===== src/rtl/ps2_scan_receiver_pkg.sv =====
// Shared settings for the PS/2 scan receiver: prefix bytes, default tuning values
// and the frame parity helper.
package ps2_scan_receiver_pkg;

  localparam logic [7:0] P_PS2_PREFIX_EXT   = 8'hE0;
  localparam logic [7:0] P_PS2_PREFIX_BREAK = 8'hF0;

  localparam int unsigned P_FILTER_LEN_DEFAULT    = 4;
  localparam int unsigned P_TIMEOUT_DEFAULT       = 100000;
  localparam int unsigned P_TIMEOUT_WIDTH_DEFAULT = 17;

  // PS/2 uses odd parity: data bits plus parity bit must XOR to 1.
  function automatic logic odd_parity_ok(input logic [7:0] data, input logic par);
    return ^{data, par};
  endfunction

endpackage


===== src/rtl/ps2_scan_receiver_line_filter.sv =====
// ps2_line_filter: 2-FF synchroniser, glitch filter and falling-edge pulse for one
// raw PS/2 line. The filtered level only changes after filter_len identical samples.
module ps2_line_filter #(
  parameter int unsigned P_FILTER_LEN = 4
) (
  input  logic clk,
  input  logic rst,
  input  logic line,
  output logic fall
);

  localparam int unsigned CntW = (P_FILTER_LEN > 1) ? $clog2(P_FILTER_LEN) : 1;
  localparam logic [CntW-1:0] CntLast = CntW'(P_FILTER_LEN - 1);

  logic            meta_q;
  logic            sync_q;
  logic            level_q;
  logic [CntW-1:0] cnt_q;

  // Synchronise the asynchronous line; idle (high) out of reset.
  always_ff @(posedge clk or posedge rst) begin
    if (rst) begin
      meta_q <= 1'b1;
      sync_q <= 1'b1;
    end else begin
      meta_q <= line;
      sync_q <= meta_q;
    end
  end

  // Count consecutive samples disagreeing with the filtered level; flip when enough.
  always_ff @(posedge clk or posedge rst) begin
    if (rst) begin
      level_q <= 1'b1;
      cnt_q   <= '0;
      fall    <= 1'b0;
    end else if (sync_q == level_q) begin
      cnt_q <= '0;
      fall  <= 1'b0;
    end else if (cnt_q == CntLast) begin
      level_q <= sync_q;
      cnt_q   <= '0;
      fall    <= ~sync_q;
    end else begin
      cnt_q <= cnt_q + CntW'(1);
      fall  <= 1'b0;
    end
  end

endmodule


===== src/rtl/ps2_scan_receiver.sv =====
// PS/2 device-to-host frame receiver. Deserialises 11-bit frames, checks parity and
// stop bit, absorbs E0/F0 prefixes and emits one scan code per key event.
// Optional inter-edge timeout enabled by defining PS2_TIMEOUT_EN.
module ps2_scan_receiver
  import ps2_scan_receiver_pkg::*;
#(
  parameter int unsigned P_FILTER_LEN = P_FILTER_LEN_DEFAULT
`ifdef PS2_TIMEOUT_EN
  ,
  parameter int unsigned P_TIMEOUT       = P_TIMEOUT_DEFAULT,
  parameter int unsigned P_TIMEOUT_WIDTH = P_TIMEOUT_WIDTH_DEFAULT
`endif
) (
  input  logic       clk,
  input  logic       rst,
  input  logic       ps2_clk,
  input  logic       ps2_data,
  output logic [7:0] scan_code,
  output logic       scan_valid,
  output logic       scan_ext,
  output logic       scan_break,
  output logic       frame_err
);

  typedef enum logic [1:0] {StIdle, StData, StParity, StStop} state_e;

  state_e     state_q;
  logic [7:0] shift_q;
  logic [2:0] bit_cnt_q;
  logic       par_ok_q;
  logic       ext_q;
  logic       brk_q;
  logic       data_meta_q;
  logic       data_sync_q;
  logic       bit_evt;

`ifdef PS2_TIMEOUT_EN
  localparam logic [P_TIMEOUT_WIDTH-1:0] TmoLast = P_TIMEOUT_WIDTH'(P_TIMEOUT - 1);
  logic [P_TIMEOUT_WIDTH-1:0] tmo_cnt_q;
`endif

  ps2_line_filter #(
    .P_FILTER_LEN(P_FILTER_LEN)
  ) u_clk_filter (
    .clk (clk),
    .rst (rst),
    .line(ps2_clk),
    .fall(bit_evt)
  );

  // Data line only needs synchronising; it is stable around clock falling edges.
  always_ff @(posedge clk or posedge rst) begin
    if (rst) begin
      data_meta_q <= 1'b1;
      data_sync_q <= 1'b1;
    end else begin
      data_meta_q <= ps2_data;
      data_sync_q <= data_meta_q;
    end
  end

  // Frame FSM: advances on bit events, decodes prefixes and drives registered outputs.
  always_ff @(posedge clk or posedge rst) begin
    if (rst) begin
      state_q    <= StIdle;
      shift_q    <= '0;
      bit_cnt_q  <= '0;
      par_ok_q   <= 1'b0;
      ext_q      <= 1'b0;
      brk_q      <= 1'b0;
      scan_code  <= '0;
      scan_valid <= 1'b0;
      scan_ext   <= 1'b0;
      scan_break <= 1'b0;
      frame_err  <= 1'b0;
`ifdef PS2_TIMEOUT_EN
      tmo_cnt_q  <= '0;
`endif
    end else begin
      scan_valid <= 1'b0;
      frame_err  <= 1'b0;
`ifdef PS2_TIMEOUT_EN
      if (bit_evt || state_q == StIdle) begin
        tmo_cnt_q <= '0;
      end else begin
        tmo_cnt_q <= tmo_cnt_q + P_TIMEOUT_WIDTH'(1);
      end
`endif
      if (bit_evt) begin
        unique case (state_q)
          StIdle: begin
            // A high "start bit" is a spurious edge; ignore it silently.
            if (!data_sync_q) begin
              state_q   <= StData;
              bit_cnt_q <= '0;
            end
          end
          StData: begin
            shift_q   <= {data_sync_q, shift_q[7:1]};
            bit_cnt_q <= bit_cnt_q + 3'd1;
            if (bit_cnt_q == 3'd7) begin
              state_q <= StParity;
            end
          end
          StParity: begin
            par_ok_q <= odd_parity_ok(shift_q, data_sync_q);
            state_q  <= StStop;
          end
          StStop: begin
            state_q <= StIdle;
            if (data_sync_q && par_ok_q) begin
              if (shift_q == P_PS2_PREFIX_EXT) begin
                ext_q <= 1'b1;
              end else if (shift_q == P_PS2_PREFIX_BREAK) begin
                brk_q <= 1'b1;
              end else begin
                scan_code  <= shift_q;
                scan_ext   <= ext_q;
                scan_break <= brk_q;
                scan_valid <= 1'b1;
                ext_q      <= 1'b0;
                brk_q      <= 1'b0;
              end
            end else begin
              frame_err <= 1'b1;
              ext_q     <= 1'b0;
              brk_q     <= 1'b0;
            end
          end
          default: state_q <= StIdle;
        endcase
      end
`ifdef PS2_TIMEOUT_EN
      else if (state_q != StIdle && tmo_cnt_q == TmoLast) begin
        // Lost edge: drop the partial frame so the next start bit realigns.
        state_q   <= StIdle;
        ext_q     <= 1'b0;
        brk_q     <= 1'b0;
        frame_err <= 1'b1;
      end
`endif
    end
  end

endmodule


===== config.mk =====
export PLATFORM = sky130hd
export DESIGN_NAME = ps2_scan_receiver
export DESIGN_NICKNAME = d
export VERILOG_FILES = /design/src/rtl/ps2_scan_receiver_pkg.sv /design/src/rtl/ps2_scan_receiver_line_filter.sv /design/src/rtl/ps2_scan_receiver.sv
export SDC_FILE = /design/constraint.sdc
export NUM_CORES = 1
export LEC_CHECK = 0
export ABC_AREA = 1
export CAP_MARGIN = 20
export CELL_PAD_IN_SITES_DETAIL_PLACEMENT = 0
export CELL_PAD_IN_SITES_GLOBAL_PLACEMENT = 1
export CORE_MARGIN = 3
export CORE_UTILIZATION = 46
export CTS_BUF_LIST = sky130_fd_sc_hd__clkbuf_16
export DETAILED_ROUTE_END_ITERATION = 8
export HOLD_SLACK_MARGIN = 0.05
export PLACE_DENSITY = 0.84
export SYNTH_ARGS = -nofsm -noshare
export SYNTH_HDL_FRONTEND = slang
export SYNTH_HIERARCHICAL = 1
export SYNTH_SLANG_ARGS = --single-unit

===== constraint.sdc =====
create_clock -name clk -period 2.2 [get_ports clk]
set_input_delay 0.66 -clock clk [delete_from_list [all_inputs] [get_ports clk]]
set_output_delay 0.66 -clock clk [all_outputs]
set_load 0.01 [all_outputs]

==> results of run 1 <==
-- placed cells by master (no fill, tap or decap) --
cell type	count
clkinv_4	1
nand3_1	4
nand2_4	1
dfstp_2	5
nor2_1	8
o21ai_2	6
dfrtp_1	31
ha_1	7
nand2_2	3
buf_4	1
inv_1	22
o21ai_0	16
nor2_2	1
clkinv_2	3
o21a_1	1
nand2_1	74
nand3_2	1
nor3_4	1
nor3_2	1
clkdlybuf4s50_1	15
xnor2_1	1
nand3_4	1
o21ai_1	2
inv_2	3
clkbuf_16	5
a21boi_0	1
or2_0	1
-- cell type report --
type                    count  share of cell area
flip-flops and latches     36               0.444
multi-input cells         130               0.332
repair buffers             16              0.0772
clock buffers               5              0.0612
inverters                  26              0.0484
well taps                  46              0.0282
clock inverters             3             0.00919
-- report_power, final --
part	internal (mW)	switching, mW	leakage (nW)
clock	0.416	0.253	0.0736
combinational	0.0884	0.146	0.491
sequential	0.739	0.0551	0.481
-- cell families after synthesis --
kind of cell    count (synthesis)  share of synthesized area
simple gates                   96                      0.248
xor+xnor                        1                    0.00513
compound gates                 26                     0.0923
fa+ha+maj                       7                     0.0513
flops                          36                      0.531
buf+inv                        28                     0.0718
-- worst paths after layout --
kind / start / to / depth (start not counted)
max: scan_ext$_DFFE_PP0P_ / scan_ext / 1
min reg2reg: data_meta_q$_DFF_PP1_ / data_sync_q$_DFF_PP1_ / 0
max reg2reg: state_q[1]$_DFFE_PP0P_ / state_q[0]$_DFFE_PP0P_ / 7
max in group asynchronous: rst / data_sync_q$_DFF_PP1_ / 3
min: data_meta_q$_DFF_PP1_ / data_sync_q$_DFF_PP1_ / 0
min in group asynchronous: rst / u_clk_filter/cnt_q[0]$_DFF_PP0_ / 2
-- Yosys cell counts, drive strengths merged --
cell / count
a21boi: 1
buf: 1
clkbuf: 1
clkinv: 1
dfrtp: 31
dfstp: 5
ha: 7
inv: 25
nand2: 78
nand3: 6
nor2: 9
nor3: 2
o21a: 1
o21ai: 24
or2: 1
xnor2: 1
-- per-layer routing --
layer | wire length [µm] | global-route usage
met1 | 1260 | 0.177
met2 | 1660 | 0.287
met3 | 86 | 0.0506
met4 | 36 | 0.0608
met5 | 0 | 0
-- sequential cells by signal, indices dropped and copies added (netlist names) --
name	flops
bit_cnt_q	3
brk_q	1
data_meta_q	1
data_sync_q	1
ext_q	1
frame_err	1
par_ok_q	1
scan_break	1
scan_code	8
scan_ext	1
scan_valid	1
shift_q	8
state_q	2
u_clk_filter/cnt_q	2
u_clk_filter/fall	1
u_clk_filter/level_q	1
u_clk_filter/meta_q	1
u_clk_filter/sync_q	1
-- through the flow --
stage	area [µm²]	cells	hold WS (ps)
5_1_grt	2040	262	363
2_1_floorplan	1710	194	345
3_5_place_dp	1900	254	350
4_1_cts	2040	262	359
6_report	2040	262	358
3_3_place_gp	1900	254	346
==> results_dict.tcl, run 1 <==
set metrics [dict create \
    final_core_util 0.594 \
    row_count 21 \
    drive_gt1_frac 0.153 \
    core-area_um2 3440 \
    cts_tree "done" \
    die_x_um 66.9 \
    final-seq-area_um2 907 \
    yosysTopAreaCell "dfrtp_1" \
    period_needed_ps 1830 \
    setup_tns_ps 0 \
    io_buffer_count 15 \
    drt_first_pass_iters 4 \
    clk_latency_ps 270 \
    first_global_vias 1237 \
    drt-initial-drc-count 48 \
    crit_arrival_ps 1170 \
    synth_top_area_share 0.454 \
    clk_pin_slew_ps 50 \
    start_kind "flop" \
    cts_root_buf "clkbuf_16" \
    antenna_found_initial 0 \
    die_h_um 66.9 \
    ir_drop_mv 0.655 \
    fmax_mhz 547 \
    start_util 0.496 \
    path_max_fanout 2 \
    synth_area_per_cell_um2 8.80 \
    path_cells "clkdlybuf4s50_1" \
    grt_pass1_wl_mm 5.31 \
    yosysUniqueCellTypes 25 \
    postCtsSetupBuffers 0 \
    pre_cts_ws_ps 559 \
    drc 0 \
    grt_setup_unrepaired "false" \
    syn_to_final_growth_pct 19.6 \
    timing.final.crit_share 0.831 \
    overflow 0 \
    synth.cell_area_um2 1710 \
    yosysSeqAreaShare 0.531 \
    fill_cells 318 \
    slew_headroom 0.679 \
    postSynthCellCount 194 \
    status "completed" \
    ys_ff_latch 36 \
    crit_buf_inv 1 \
    maxSlewViolCount 0 \
    cts_sinks 36 \
    max_stage_delay_ps 540 \
    ios 16 \
    p_leak_nw 1.05 \
    hpwl_mm 2.26 \
    insertedDiodeCount 0 \
    h-tree-depth 2 \
    vias 1245 \
    skew_ps 3.12 \
    grt_usage 0.161 \
    multi_input_area_um2 678 \
    finalPower_mw 1.70 \
    place.gp.congestion 0.775 \
    cts_hold_buffers 0 \
    cts-resized-gates 0 \
    drt-total-wl_mm 3.04 \
    fp.dieArea_um2 4480 \
    tightest_slew_ps 477 \
    crit_path_top_delay_cell "clkdlybuf4s50_1" \
    via_per_inst 4.75 \
    ant_nets 0 \
    routedWlPerCell_um 11.6 \
    crit_type "flop to primary output" \
    yosysWarnings 6 \
    end_kind "primary output" \
    powerDensity_nw_per_um2 831 \
    grt_max_degree 31 \
    setup_violations 0 \
    fin_ws_ps 371 \
    cts_inserted_buffers 5 \
    fin_nets 226 \
    synth_fp_nets 205 \
    finalHoldViolCount 0 \
    critPathTopFamily "buffers and inverters" \
    yosys-top-cells-area "dfrtp_1 (45%), nand2_1 (16%), dfstp_2 (7.7%), ha_1 (5.1%), inv_1 (4.8%)" \
    cp_data_required_time_ps 1540 \
    r2r_slack_ps 540 \
    cts_buffer_depth 2 \
    maxCapViolCount 0 \
    hold_path.class "flop to flop" \
]
Note: power is estimated with default switching activity, not from simulation.
==> inputs of run 2 (changes only) <==
Settings changed: CORE_UTILIZATION 46 to 38, PLACE_DENSITY 0.84 to 0.74.
Clock period 2.2 ns to 1.6 ns, I/O delays scaled along.
==> run 2 against run 1 <==
Worst setup slack lost 200 ps. Power grew 35%. Sequential power grew 37%. Critical endpoint is now scan_break. Non-clock buffer count grew 4. Combinational power grew 35%. Highest routed layer unchanged. Clock-buffer cell count is the same. Sequential share of layout area shrank 0.85 points. Largest power group unchanged. Register-to-register slack lost 370 ps. Core utilization shrank 9.4 points. Largest cell class unchanged. Wire length shrank 2.2%.
==> results_dict.tcl, run 2 (synthesis gave the netlist of run 1 again) <==
set metrics [dict create \
    hold_ws_ps 354 \
    drive_gt1_frac 0.159 \
    max_stage_delay_ps 390 \
    tightest_slew_ps 280 \
    core-area_um2 4170 \
    grt_usage 0.131 \
    fp.dieArea_um2 5330 \
    row_count 23 \
    first_global_vias 1222 \
    maxCapViolCount 0 \
    layout_common_cells "nand2_1 (73), dfrtp_1 (31), inv_1 (23), o21ai_0 (15), dlygate4sd2_1 (12)" \
    fin_nets 230 \
    h-tree-depth 2 \
    cts_tree "done" \
    grt_pass1_wl_mm 5.39 \
    met1_usage 0.162 \
    start_util 0.409 \
    overflow 0 \
    hpwl_mm 2.20 \
    ant_nets 0 \
    period_needed_ps 1430 \
    place.gp.congestion 0.815 \
    drt_first_pass_iters 4 \
    path_max_fanout 2 \
    met2_usage 0.215 \
    via_per_inst 4.59 \
    timing.final.crit_share 0.896 \
    cp_data_required_time_ps 1120 \
    vias 1239 \
    grt_max_degree 31 \
    cts_sinks 36 \
    grt_use_met3 0.0331 \
    routedWlPerCell_um 11.0 \
    cts_hold_buffers 0 \
    end_kind "primary output" \
    powerDensity_nw_per_um2 1100 \
    setup_tns_ps 0 \
    path_cells "dlygate4sd2_1" \
    cts_root_buf "clkbuf_16" \
    cts_inserted_buffers 5 \
    clk_pin_slew_ps 60 \
    insertedDiodeCount 0 \
    status "completed" \
    maxSlewViolCount 0 \
    critPathTopFamily "flip-flops" \
    start_kind "flop" \
    holdPathStages 0 \
    die_h_um 73.0 \
    ir_drop_mv 0.693 \
    io_buffer_count 15 \
    crit_type "flop to primary output" \
    grt.busiest_layer "met2" \
    p_leak_nw 1.13 \
    ios 16 \
    fmax_mhz 698 \
    drt-initial-drc-count 65 \
    fill_cells 386 \
    skew_ps 6.15 \
    final_core_util 0.499 \
    die_x_um 73.0 \
    crit_arrival_ps 950 \
    drt-total-wl_mm 2.98 \
    critical_path_depth 1 \
    cts_buffer_depth 2 \
    crit_path_top_delay_cell "dfrtp_1" \
    crit_buf_inv 1 \
    clk_latency_ps 270 \
    hold_path.class "flop to flop" \
    grt_setup_unrepaired "false" \
    layout_commonest_cell "nand2_1" \
    drc 0 \
    worst_r2r_path_depth 8 \
    antenna_found_initial 0 \
    finalHoldViolCount 0 \
    slew_headroom 0.813 \
    reg.largest.list "scan_code: 8 flops, shift_q: 8 flops, bit_cnt_q: 3 flops" \
    syn_to_final_growth_pct 22.0 \
    setup_violations 0 \
]
run 2: cell count changes in the layout (fill, tap and decap cells not counted), moves of 2 or more:
| cell | change |
|---|---|
| buf_12 | +2 |
| buf_4 | +2 |
| clkdlybuf4s50_1 | -12 |
| clkinv_1 | +2 |
| clkinv_2 | -2 |
| dlygate4sd2_1 | +12 |
run 2: stage by stage:
stage | cell area, µm² | cells | setup WS [ps] | total power [mW]
floorplan | 1710 | 194 | 182 | 1.32
global placement | 1920 | 259 | 156 | 1.40
detailed placement | 1920 | 259 | 112 | 1.43
CTS | 2050 | 267 | 97.1 | 2.33
global route | 2080 | 270 | 12.8 | 2.45
finish | 2080 | 270 | 166 | 2.30
run 2: area by class of cell:
class	instances	area [µm²]	area share
Clock buffer	5	125	0.0601
Clock inverter	3	11.3	0.00541
Inverter	26	98.8	0.0474
Multi-Input combinational cell	130	681	0.327
Sequential cell	36	907	0.435
Tap cell	50	62.6	0.0300
Timing Repair Buffer	20	198	0.0949
run 2: worst paths after layout:
| kind | start | endpoint | slack (ps) |
|---|---|---|---|
| max in group asynchronous | rst | data_meta_q$_DFF_PP1_ | 800 |
| worst min register to register | u_clk_filter/meta_q$_DFF_PP1_ | u_clk_filter/sync_q$_DFF_PP1_ | 350 |
| worst min-delay path | u_clk_filter/meta_q$_DFF_PP1_ | u_clk_filter/sync_q$_DFF_PP1_ | 350 |
| worst max-delay path | scan_break$_DFFE_PP0P_ | scan_break | 170 |
| min in group asynchronous | rst | u_clk_filter/fall$_DFF_PP0_ | 440 |
| worst max register to register | shift_q[1]$_DFFE_PP0P_ | scan_code[0]$_DFFE_PP0P_ | 170 |
run 2: report_power, final:
| part | switching (mW) | total [mW] | leakage, nW | internal [mW] |
|---|---|---|---|---|
| Combinational | 0.190 | 0.315 | 0.580 | 0.125 |
| Clock | 0.333 | 0.892 | 0.0701 | 0.559 |
| Sequential | 0.0739 | 1.09 | 0.481 | 1.02 |
| Total | 0.596 | 2.30 | 1.13 | 1.70 |
run 2: layer usage:
layer,part of all wire,wire (µm)
met3,0.034,100
met4,0.014,42
met2,0.49,1450
met5,0,0
met1,0.47,1390
run 2: what timing repair did:
| item | CTS | global route |
|---|---|---|
| endpoints found under the setup margin | 12 | 12 |
| buffers inserted | 0 | 3 |
| pin swaps | 0 | 1 |
| gates resized for setup | 12 | 2 |
run 2: worst reg2reg max path, cell delays in order, from the launching register on:
cell and delay (ps):
dfrtp_1 400, nor2_1 170, nand3_2 120, nor3_2 180, nor2_2 70, nand3_4 110, buf_12 150, nand2_1 70
o21ai_1 80
==> inputs of run 3 (changes only) <==
Settings changed: SLEW_MARGIN from default to 20.
==> results of run 3 <==
Final layout, timing and power as in run 2 (identical DEF).
